===== src/rtl/hs_pkg.sv =====
// Shared definitions for the 4-phase req/ack handshake agents (source and destination).
package hs_pkg;

   // Destination agent FSM states
   typedef enum logic {
      S_IDLE = 1'b0,
      S_ACK  = 1'b1
   } hs_state_e;

   // Default width of a transferred matrix word
   localparam int HS_DATA_W    = 8;

   // Words per frame: two 16-element operand matrices
   localparam int HS_FRAME_LEN = 32;

endpackage : hs_pkg


===== src/rtl/sync_ff_chain.sv =====
// Single-bit synchroniser: SYNC_STAGES flops in series, all reset to 0.
// Used for sreq on the destination side and for dack on the source side.
module sync_ff_chain #(
   parameter int SYNC_STAGES = 2
) (
   input  logic clk,
   input  logic rst_n,
   input  logic i_d,
   output logic o_q
);

   logic [SYNC_STAGES-1:0] r_chain;

   // Shift the asynchronous input through the flop chain
   always_ff @(posedge clk or negedge rst_n) begin
      if (!rst_n) begin
         r_chain <= '0;
      end else begin
         r_chain <= {r_chain[SYNC_STAGES-2:0], i_d};
      end
   end

   assign o_q = r_chain[SYNC_STAGES-1];

endmodule : sync_ff_chain


===== src/rtl/handshake_dst_agent.sv =====
// Destination-side agent of the 4-phase req/ack handshake.
// Synchronises sreq, captures din once per request, returns dack and
// presents each captured word as a one-cycle dout_valid pulse.
// Optional frame counter enabled by defining HS_DST_FRAME_CNT_EN; without it
// word_cnt and frame_done are tied to 0 and the port list is unchanged.
module handshake_dst_agent
   import hs_pkg::*;
#(
   parameter  int DATA_W      = HS_DATA_W,
   parameter  int SYNC_STAGES = 2,
   parameter  int FRAME_LEN   = HS_FRAME_LEN,
   localparam int CNT_W       = $clog2(FRAME_LEN) + 1
) (
   input  logic              clk,
   input  logic              rst_n,
   input  logic              sreq,
   input  logic [DATA_W-1:0] din,
   input  logic              busy,
   output logic              dack,
   output logic              dout_valid,
   output logic [DATA_W-1:0] dout,
   output logic              frame_done,
   output logic [CNT_W-1:0]  word_cnt
);

   logic              w_req_s;
   logic              w_capture;
   hs_state_e         r_state;
   logic              r_dack;
   logic              r_dout_valid;
   logic [DATA_W-1:0] r_dout;

   sync_ff_chain #(
      .SYNC_STAGES (SYNC_STAGES)
   ) u_sreq_sync (
      .clk   (clk),
      .rst_n (rst_n),
      .i_d   (sreq),
      .o_q   (w_req_s)
   );

   // A word is taken only from idle, with a synchronised request and a ready consumer
   assign w_capture = (r_state == S_IDLE) && w_req_s && !busy;

   // Handshake FSM with registered dack / dout_valid / dout
   always_ff @(posedge clk or negedge rst_n) begin
      if (!rst_n) begin
         r_state      <= S_IDLE;
         r_dack       <= 1'b0;
         r_dout_valid <= 1'b0;
         r_dout       <= '0;
      end else begin
         case (r_state)
            S_IDLE: begin
               if (w_capture) begin
                  r_state      <= S_ACK;
                  r_dout       <= din;
                  r_dout_valid <= 1'b1;
                  r_dack       <= 1'b1;
               end else begin
                  r_dout_valid <= 1'b0;
               end
            end
            S_ACK: begin
               // Leave only on falling request so one request yields one capture
               r_dout_valid <= 1'b0;
               if (!w_req_s) begin
                  r_state <= S_IDLE;
                  r_dack  <= 1'b0;
               end
            end
            default: begin
               r_state      <= S_IDLE;
               r_dack       <= 1'b0;
               r_dout_valid <= 1'b0;
            end
         endcase
      end
   end

   assign dack       = r_dack;
   assign dout_valid = r_dout_valid;
   assign dout       = r_dout;

`ifdef HS_DST_FRAME_CNT_EN
   logic [CNT_W-1:0] r_word_cnt;
   logic             r_frame_done;

   // Count captures; the FRAME_LEN-th capture wraps the count and flags frame_done
   always_ff @(posedge clk or negedge rst_n) begin
      if (!rst_n) begin
         r_word_cnt   <= '0;
         r_frame_done <= 1'b0;
      end else if (w_capture) begin
         if (r_word_cnt == CNT_W'(FRAME_LEN - 1)) begin
            r_word_cnt   <= '0;
            r_frame_done <= 1'b1;
         end else begin
            r_word_cnt   <= r_word_cnt + 1'b1;
            r_frame_done <= 1'b0;
         end
      end else begin
         r_frame_done <= 1'b0;
      end
   end

   assign word_cnt   = r_word_cnt;
   assign frame_done = r_frame_done;
`else
   assign word_cnt   = '0;
   assign frame_done = 1'b0;
`endif

endmodule : handshake_dst_agent


===== config.mk =====
export PLATFORM = sky130hd
export DESIGN_NAME = handshake_dst_agent
export DESIGN_NICKNAME = d
export VERILOG_FILES = /design/src/rtl/hs_pkg.sv /design/src/rtl/sync_ff_chain.sv /design/src/rtl/handshake_dst_agent.sv
export SDC_FILE = /design/constraint.sdc
export NUM_CORES = 1
export LEC_CHECK = 0
export CAP_MARGIN = 30
export CORE_UTILIZATION = 36
export CTS_BUF_LIST = sky130_fd_sc_hd__clkbuf_16
export DETAILED_ROUTE_END_ITERATION = 16
export GPL_TIMING_DRIVEN = 0
export PLACE_DENSITY_LB_ADDON = 0.12
export SETUP_SLACK_MARGIN = 0.3
export SYNTH_ARGS = -nofsm -noshare
export SYNTH_HDL_FRONTEND = slang
export SYNTH_SLANG_ARGS = --single-unit

===== constraint.sdc =====
create_clock -name clk -period 1.5 [get_ports clk]
set_input_delay 0.3 -clock clk [delete_from_list [all_inputs] [get_ports clk]]
set_output_delay 0.3 -clock clk [all_outputs]
set_load 0.03 [all_outputs]

## Word level (Yosys, flattened, before mapping)

Cells that the tools add are included.

| storage, ports and cells | value |
|---|---|
| bits in registers | 13 |
| input port bits | 12 |
| output and inout port bits | 17 |

| operators by class | value |
|---|---|
| equality and inequality tests | 2 |
| muxes and demuxes | 7 |
| bitwise logic cells | 1 |
| reduce and logical (&&, ||, !) cells | 5 |

Operators by type and width:

| cell | count |
|---|---|
| case mux 1 bit (2 select lines) | 3 |
| 2-to-1 mux 1 bit | 4 |
| inequality test 2 bit, second input constant | 2 |
| AND reduction 2 bit | 2 |
| logical AND 1 bit | 2 |
| zero test 1 bit | 1 |
| NOT 1 bit | 1 |

## Longest topological paths before layout

Gate-level depths: netlist of run 1.

| logic depth | value |
|---|---|
| depth after elaboration | 5 |
| depth in mapped cells | 3 |
| mapped depth without buffers | 3 |

## Hierarchy

Synthesis of run 1 repeated with hierarchy kept, for this count alone.

| unflattened totals | value |
|---|---|
| cells, all modules | 35 |
| area, all modules | 553.0 sq um |

By module, submodules not included:

| module | instances | cells each | area each (sq um) | seq. area each (sq um) |
|---|---|---|---|---|
| handshake_dst_agent | 1 | 33 | 503.0 | 275.3 |
| sync_ff_chain | 1 | 2 | 50.0 | 50.0 |

## Worst setup path after synthesis of run 1

Ideal clock, no wire load.

| path | value |
|---|---|
| path kind | flip-flop to flip-flop |
| from | register r_state |
| to | register r_dout[0] (netlist: dout[0]) |
| data arrival time | 1.009 ns |
| data required time | 1.375 ns |
| path slack | 0.366 ns |
| stages on the path, launching flop included | 4 |
| path buffers | 1 |
| clock period less this slack | 1.134 ns |
| path through | dfrtp_1 > nor3b_2 > buf_6 > mux2_2 |

| between the ends | value |
|---|---|
| cells in the longest elaborated chain, start to end | 4 |

Ends and longest elaborated chain:

| element | RTL line | source |
|---|---|---|
| from (decl) | handshake_dst_agent.sv:28 | `hs_state_e r_state;` |
| from (signal assigned) | handshake_dst_agent.sv:48 | `r_state <= S_IDLE;` |
| from (signal assigned) | handshake_dst_agent.sv:56 | `r_state <= S_ACK;` |
| from (signal assigned) | handshake_dst_agent.sv:68 | `r_state <= S_IDLE;` |
| NOT 1 bit (no source line) * | n/a |  |
| logical AND 1 bit (2 in a row) | handshake_dst_agent.sv:43 | `assign w_capture = (r_state == S_IDLE) && w_req_s && !busy;` |
| AND reduction 2 bit (no source line) * | n/a |  |
| to (signal assigned) | handshake_dst_agent.sv:57 | `r_dout <= din;` |
| to (decl) | handshake_dst_agent.sv:31 | `logic [DATA_W-1:0] r_dout;` |

Every way passes the cells marked *; elsewhere a longest branch is shown, timed or not.
A chain may end at the register's enable or synchronous reset.

## Final worst setup path of run 1

| path | value |
|---|---|
| from | register r_state |
| to | register r_dout[1] (netlist: dout[1]) |

Same word-level chain as after synthesis.

==> flow_summary_export.csv, run 1 <==
group,metric,value,unit
outcome,status,"completed",
clock_tree,cts_buffer_depth,2,
clock_tree,cts_tree,"yes",
cells_and_area,drive_gt1_frac,0.4714,
global_routing,antenna_found_initial,0,
global_routing,grt_pass1_wl,1559,um
placement,dpl.hpwl,646,um
timing,min_period_over_period,0.8137,
synth,synth_largest_area_cell,"dfrtp_1",
pwr,peakVddDrop,0.9379,mV
global_routing,grt_pass1_vias,343,
timing,max-slew-margin-rel,0.6249,
placement,gp_congestion,0.5878,
placement,numPortBuffers,21,
synth,ys_warn_count,0,
synth,yosys-top-cells-count,"dfrtp_1, mux2_2, buf_4",
drt,postRouteAntennaNets,0,
cells_and_area,final_area,864.6,um^2
pwr,p_per_area,1420,nW/um^2
drt,vias_per_cell,4.153,
timing,fin_tns_setup,0,ps
synth,synth.ff_latch_count,13,
die,num_io_pins,29,
synth,synthTopCellsByArea,"dfrtp_1, mux2_2, buf_4",
cells_and_area,syn_to_final_growth,66.11,%
setup_path,slowest_stage,"dfrtp_1",
clock_tree,clk_pin_slew,40,ps
synth,synthesis.area,520.5,um^2
clock_tree,clkSinkCount,13,
clock_tree,cts_made_buffers,3,
drt,drc_errors,0,
setup_path,path_cells,"nor3b_4 -> buf_4 -> mux2_4",
synth,yosysSeqAreaShare,0.6250,
global_routing,grt_max_degree,14,
setup_path,cp.arrival,1340,ps
die,core,1318,um^2
placement,dp_worst_setup_slack,-89.93,ps
die,start_util,0.3951,
timing,fmax,819.3,MHz
die,dieArea,1602,um^2
setup_path,crit_path_max_fanout,4,
setup_path,required,1620,ps
synth,yosysMostFrequentCell,"dfrtp_1",
global_routing,gr-usage-all-layers,0.1570,
clock_tree,clock_latency,230,ps
drt,drtPass1Iterations,2,
timing,rsz0062_at_grt,"yes",
timing,clock-skew-final,1.578,ps
synth,synth_cell_type_count,11,
setup_path,crit_type,"register to register",
die,die_x,40.03,um
synth,ys.flop_type,"dfrtp_1",
global_routing,overflow,0,
job,cap_violations,0,
die,rows,13,
setup_path,end_kind,"register",
synth,synth_top_area_share,0.6250,
placement,place_area,772.0,um^2
timing,slew_violations,0,
synth,synth-edff-count,0,
synth,synth_area_per_cell,14.46,um^2
timing,period_minus_slack,1221,ps
timing,worstMarginPinSlew,560.9,ps
timing,setup_ws,279.5,ps
synth,synth_async_sr_flop_share,1.000,
pwr,leakage,0.4390,nW
timing,finalHoldViolations,0,
drt,wirelength,1000,um
timing,final-setup-viol-count,0,
setup_path,cpPeakStageDelay,400,ps
drt,wl_per_cell,11.76,um
clock_tree,h-tree-depth,1,
drt,vias,353,
cells_and_area,n_antenna_cell,0,
hold_path,hold_path.class,"register to register",
die,die_h,40.03,um
setup_path,cp-start-kind,"register",
clock_tree,cts_root_buffer,"clkbuf_16",
clock_tree,cts_hold_buf,0,
cells_and_area,nets,83,
cells_and_area,final_util,0.6562,
synth,synthCells,36,
drt,dr.first_iter.drc_count,1,
[metrics by stage]
stage	instances	power, mW	hold WS, ps
2_1_floorplan	42	0.6167	4.409
3_3_place_gp	78	0.7534	335.9
3_5_place_dp	78	0.7583	352.3
4_1_cts	84	1.259	365.8
5_1_grt	85	1.279	377.3
6_report	85	1.228	362.6
[timing repair]
item / in CTS / in global routing
pin swaps: 1 / 1
endpoints found under the setup margin: 18 / 15
buffers inserted: 1 / 1
gates resized for setup: 44 / 15
gates cloned: 1 / 0
endpoints found under the hold margin: 0 / 0
[layer usage]
metal | vias to the layer above | part of all wire | GRT usage
met1 | 172 | 0.44 | 0.1900
met5 | - | 0 | 0
met3 | 0 | 0.033 | 0.06667
li1 | 172 | - | -
met4 | 0 | 0 | 0.05172
met2 | 9 | 0.53 | 0.2500
[worst paths after layout]
path / from / to / slack, ps / depth (start not counted)
max: r_state$_DFF_PN0_ / dout[1]$_DFFE_PN0P_ / 280 / 3
min: u_sreq_sync.r_chain[0]$_DFF_PN0_ / u_sreq_sync.r_chain[1]$_DFF_PN0_ / 360 / 0
min in group asynchronous: rst_n / dout[3]$_DFFE_PN0P_ / 430 / 1
max in group asynchronous: rst_n / r_state$_DFF_PN0_ / 700 / 1
max reg2reg: r_state$_DFF_PN0_ / dout[1]$_DFFE_PN0P_ / 280 / 3
min reg2reg: u_sreq_sync.r_chain[0]$_DFF_PN0_ / u_sreq_sync.r_chain[1]$_DFF_PN0_ / 360 / 0
[layout by cell type (no fill, tap or decap)]
cell             netlist  layout
inv_1                  1       2
buf_6                  1       1
conb_1                 1       7
nor3b_4                0       1
buf_2                  0       9
clkbuf_16              0       3
dlygate4sd2_1          0       1
o21a_1                 1       1
dfrtp_1               13      13
clkdlybuf4s15_2        0       1
o21ai_0                1       1
buf_4                  7      10
nand2_1                1       1
a21oi_1                1       1
clkdlybuf4s50_1        0      10
mux2_4                 0       8
[state kept, by name, indices dropped and copies added, names as in the netlist]
name / count
dout: 8
dout_valid: 1
u_sreq_sync.r_chain: 2
dack: 1
r_state: 1
[worst max-delay path: cells and delay by family (launching register included)]
family	cells	cell delay, ps
simple gates	1	230
flops	1	400
mux	1	300
buf+inv	1	180
[area by class of cell]
class,instances,area (um^2)
plain buffers,8,63.81
clock buffers,3,75.07
inverters,1,3.754
well taps,15,18.77
clock inverters,1,3.754
multi-input cells,20,186.4
repair buffers,24,187.7
flip-flops and latches,13,325.3
fillers,102,452.9
[report_power, final]
group | total, mW | internal (mW) | switching, mW
Sequential | 0.433 | 0.403 | 0.0293
Combinational | 0.315 | 0.139 | 0.176
Clock | 0.480 | 0.350 | 0.130
[kinds of logic (layout without fill, tap and decap cells)]
| group | count (synthesis) | in the layout | share of synthesized area |
|---|---|---|---|
| DFF | 13 | 13 | 0.6250 |
| buffers and inverters | 9 | 37 | 0.1298 |
| muxes | 8 | 8 | 0.1731 |
| AOI/OAI and AO/OA | 3 | 3 | 0.03364 |
| and+or+nand+nor | 2 | 2 | 0.03124 |
| other | 1 | 7 | 0.007205 |
Power figures use the tool's default switching activity.
==> run 2, diff against run 1 <==
- clock period: 1.5 -> 1.24 ns (I/O delays scaled with it)
==> run 2 against run 1 <==
  * The run now ends with negative setup slack left
  * Clock power is 23% higher
  * Die area stayed put
  * Fmax is 2.3% lower
  * Core utilization is 7.7 points higher
  * Cell area is 12% higher
  * Critical path depth stayed put
  * Worst setup slack worse by 290 ps
  * Sequential share of layout area is 3.9 points lower
  * Final cell count is 7.1% higher
  * Global-route usage is 1.8 points higher
  * Worst hold slack worse by 10 ps
==> flow_summary_export.csv, run 2 (same netlist as run 1, synthesis figures left out) <==
group,metric,value,unit
cells_and_area,nets,89,
clock_tree,h-tree-depth,1,
drt,drc_errors,0,
global_routing,gr-usage-all-layers,0.1745,
clock_tree,cts_root_buffer,"clkbuf_16",
timing,slew_violations,0,
global_routing,overflow,0,
die,num_io_pins,29,
timing,period_minus_slack,1249,ps
die,rows,13,
timing,rsz0062_at_grt,"yes",
die,start_util,0.3951,
timing,setup_ws,-9.379,ps
die,die_h,40.03,um
global_routing,grt_pass1_vias,341,
setup_path,cp-start-kind,"register",
setup_path,end_kind,"register",
outcome,status,"finished, violations left",
hold_path,hold_path.class,"register to register",
timing,min_period_over_period,1.008,
timing,worstMarginPinSlew,609.2,ps
cells_and_area,largest_reg_flops,8,
cells_and_area,drive_gt1_frac,0.5132,
drt,vias,367,
cells_and_area,final_common_cell,"buf_4",
global_routing,met1_usage,0.2107,
timing,fmax,800.4,MHz
drt,dr.first_iter.drc_count,2,
timing,max-slew-margin-rel,0.5926,
cells_and_area,syn_to_final_growth,85.58,%
outcome,violations,"negative setup slack",
global_routing,met3_usage,0.05000,
clock_tree,clock_latency,240,ps
global_routing,grt-busiest-layer,"met2",
timing,finalHoldViolations,0,
global_routing,antenna_found_initial,0,
placement,gp_congestion,0.6256,
drt,postRouteAntennaNets,0,
clock_tree,clkSinkCount,13,
timing,clock-skew-final,0.9445,ps
pwr,p_per_area,1685,nW/um^2
drt,wl_per_cell,13.27,um
cells_and_area,final_cells,91,
drt,wirelength,1208,um
die,dieArea,1602,um^2
drt,vias_per_cell,4.033,
setup_path,required,1360,ps
die,die_x,40.03,um
cells_and_area,n_antenna_cell,0,
pwr,total_power,1.627,mW
clock_tree,cts_buffer_depth,2,
setup_path,cp.arrival,1370,ps
setup_path,crit_path_max_fanout,4,
clock_tree,cts_tree,"yes",
pwr,peakVddDrop,1.238,mV
global_routing,grt_max_degree,14,
placement,numPlacedInstances,78,
cells_and_area,n_fill_cell,87,
clock_tree,clk_pin_slew,40,ps
timing,final-setup-viol-count,5,
timing,fin_tns_setup,-36.42,ps
drt,drtPass1Iterations,2,
pwr,leakage,0.4893,nW
placement,numPortBuffers,21,
setup_path,crit_type,"register to register",
die,core,1318,um^2
placement,dpl.hpwl,693.9,um
timing,timing.hold.ws,352.4,ps
job,cap_violations,0,
global_routing,grt_pass1_wl,1635,um
clock_tree,cts_made_buffers,3,
clock_tree,cts_hold_buf,0,
global_routing,grt_use_met2,0.2621,
cells_and_area,final_cell_mix,"buf_4, dfrtp_1, buf_6, clkdlybuf4s50_1, mux2_4",
==> run 2: cell type report <==
type                    count  area [um^2]  share of cell area
multi-input cells          20        186.4              0.1930
plain buffers               8        63.81             0.06606
well taps                  15        18.77             0.01943
flip-flops and latches     13        325.3              0.3368
repair buffers             30        289.0              0.2992
clock inverters             1        3.754            0.003886
clock buffers               3        75.07             0.07772
inverters                   1        3.754            0.003886
==> run 2: layer usage <==
layer | vias to the layer above | wire, um
met2 | 12 | 645
met1 | 168 | 492
met5 | - | 0
li1 | 185 | -
met4 | 0 | 10
met3 | 2 | 59
==> run 2: final timing paths <==
path | from | to | slack (ps) | cells past startpoint
max in group asynchronous | rst_n | dack$_DFFE_PN0P_ | 450 | 1
setup reg to reg | r_state$_DFF_PN0_ | dout[5]$_DFFE_PN0P_ | -9 | 3
hold reg to reg | u_sreq_sync.r_chain[0]$_DFF_PN0_ | u_sreq_sync.r_chain[1]$_DFF_PN0_ | 350 | 0
setup / recovery | r_state$_DFF_PN0_ | dout[5]$_DFFE_PN0P_ | -9 | 3
min in group asynchronous | rst_n | u_sreq_sync.r_chain[0]$_DFF_PN0_ | 400 | 1
hold / removal | u_sreq_sync.r_chain[0]$_DFF_PN0_ | u_sreq_sync.r_chain[1]$_DFF_PN0_ | 350 | 0
==> run 2: stage by stage <==
step | utilization | setup slack [ps] | cell area (um^2)
floorplan | - | 106.1 | 543.0
global placement | 0.5859 | -296.9 | 772.0
detailed placement | 0.5859 | -302.2 | 772.0
CTS | 0.7113 | -35.15 | 937.1
global route | 0.7331 | -55.42 | 965.9
finish | 0.7331 | -9.379 | 965.9
==> run 2: timing repair <==
action	CTS	global route
setup buffers	5	3
resized for setup	80	1
endpoints found under the setup margin	18	19
cloned	1	0
pin swaps	1	1
==> run 2: power breakdown <==
part           total, mW  switching (mW)  internal, mW
clock              0.589           0.165         0.424
combinational      0.506           0.231         0.275
sequential         0.533          0.0445         0.488
total               1.63           0.440          1.19
==> run 2: critical path, cell delays in order, from the launching register on <==
cell and delay [ps]:
dfrtp_1 400, nor3b_4 240, buf_4 190, mux2_4 300
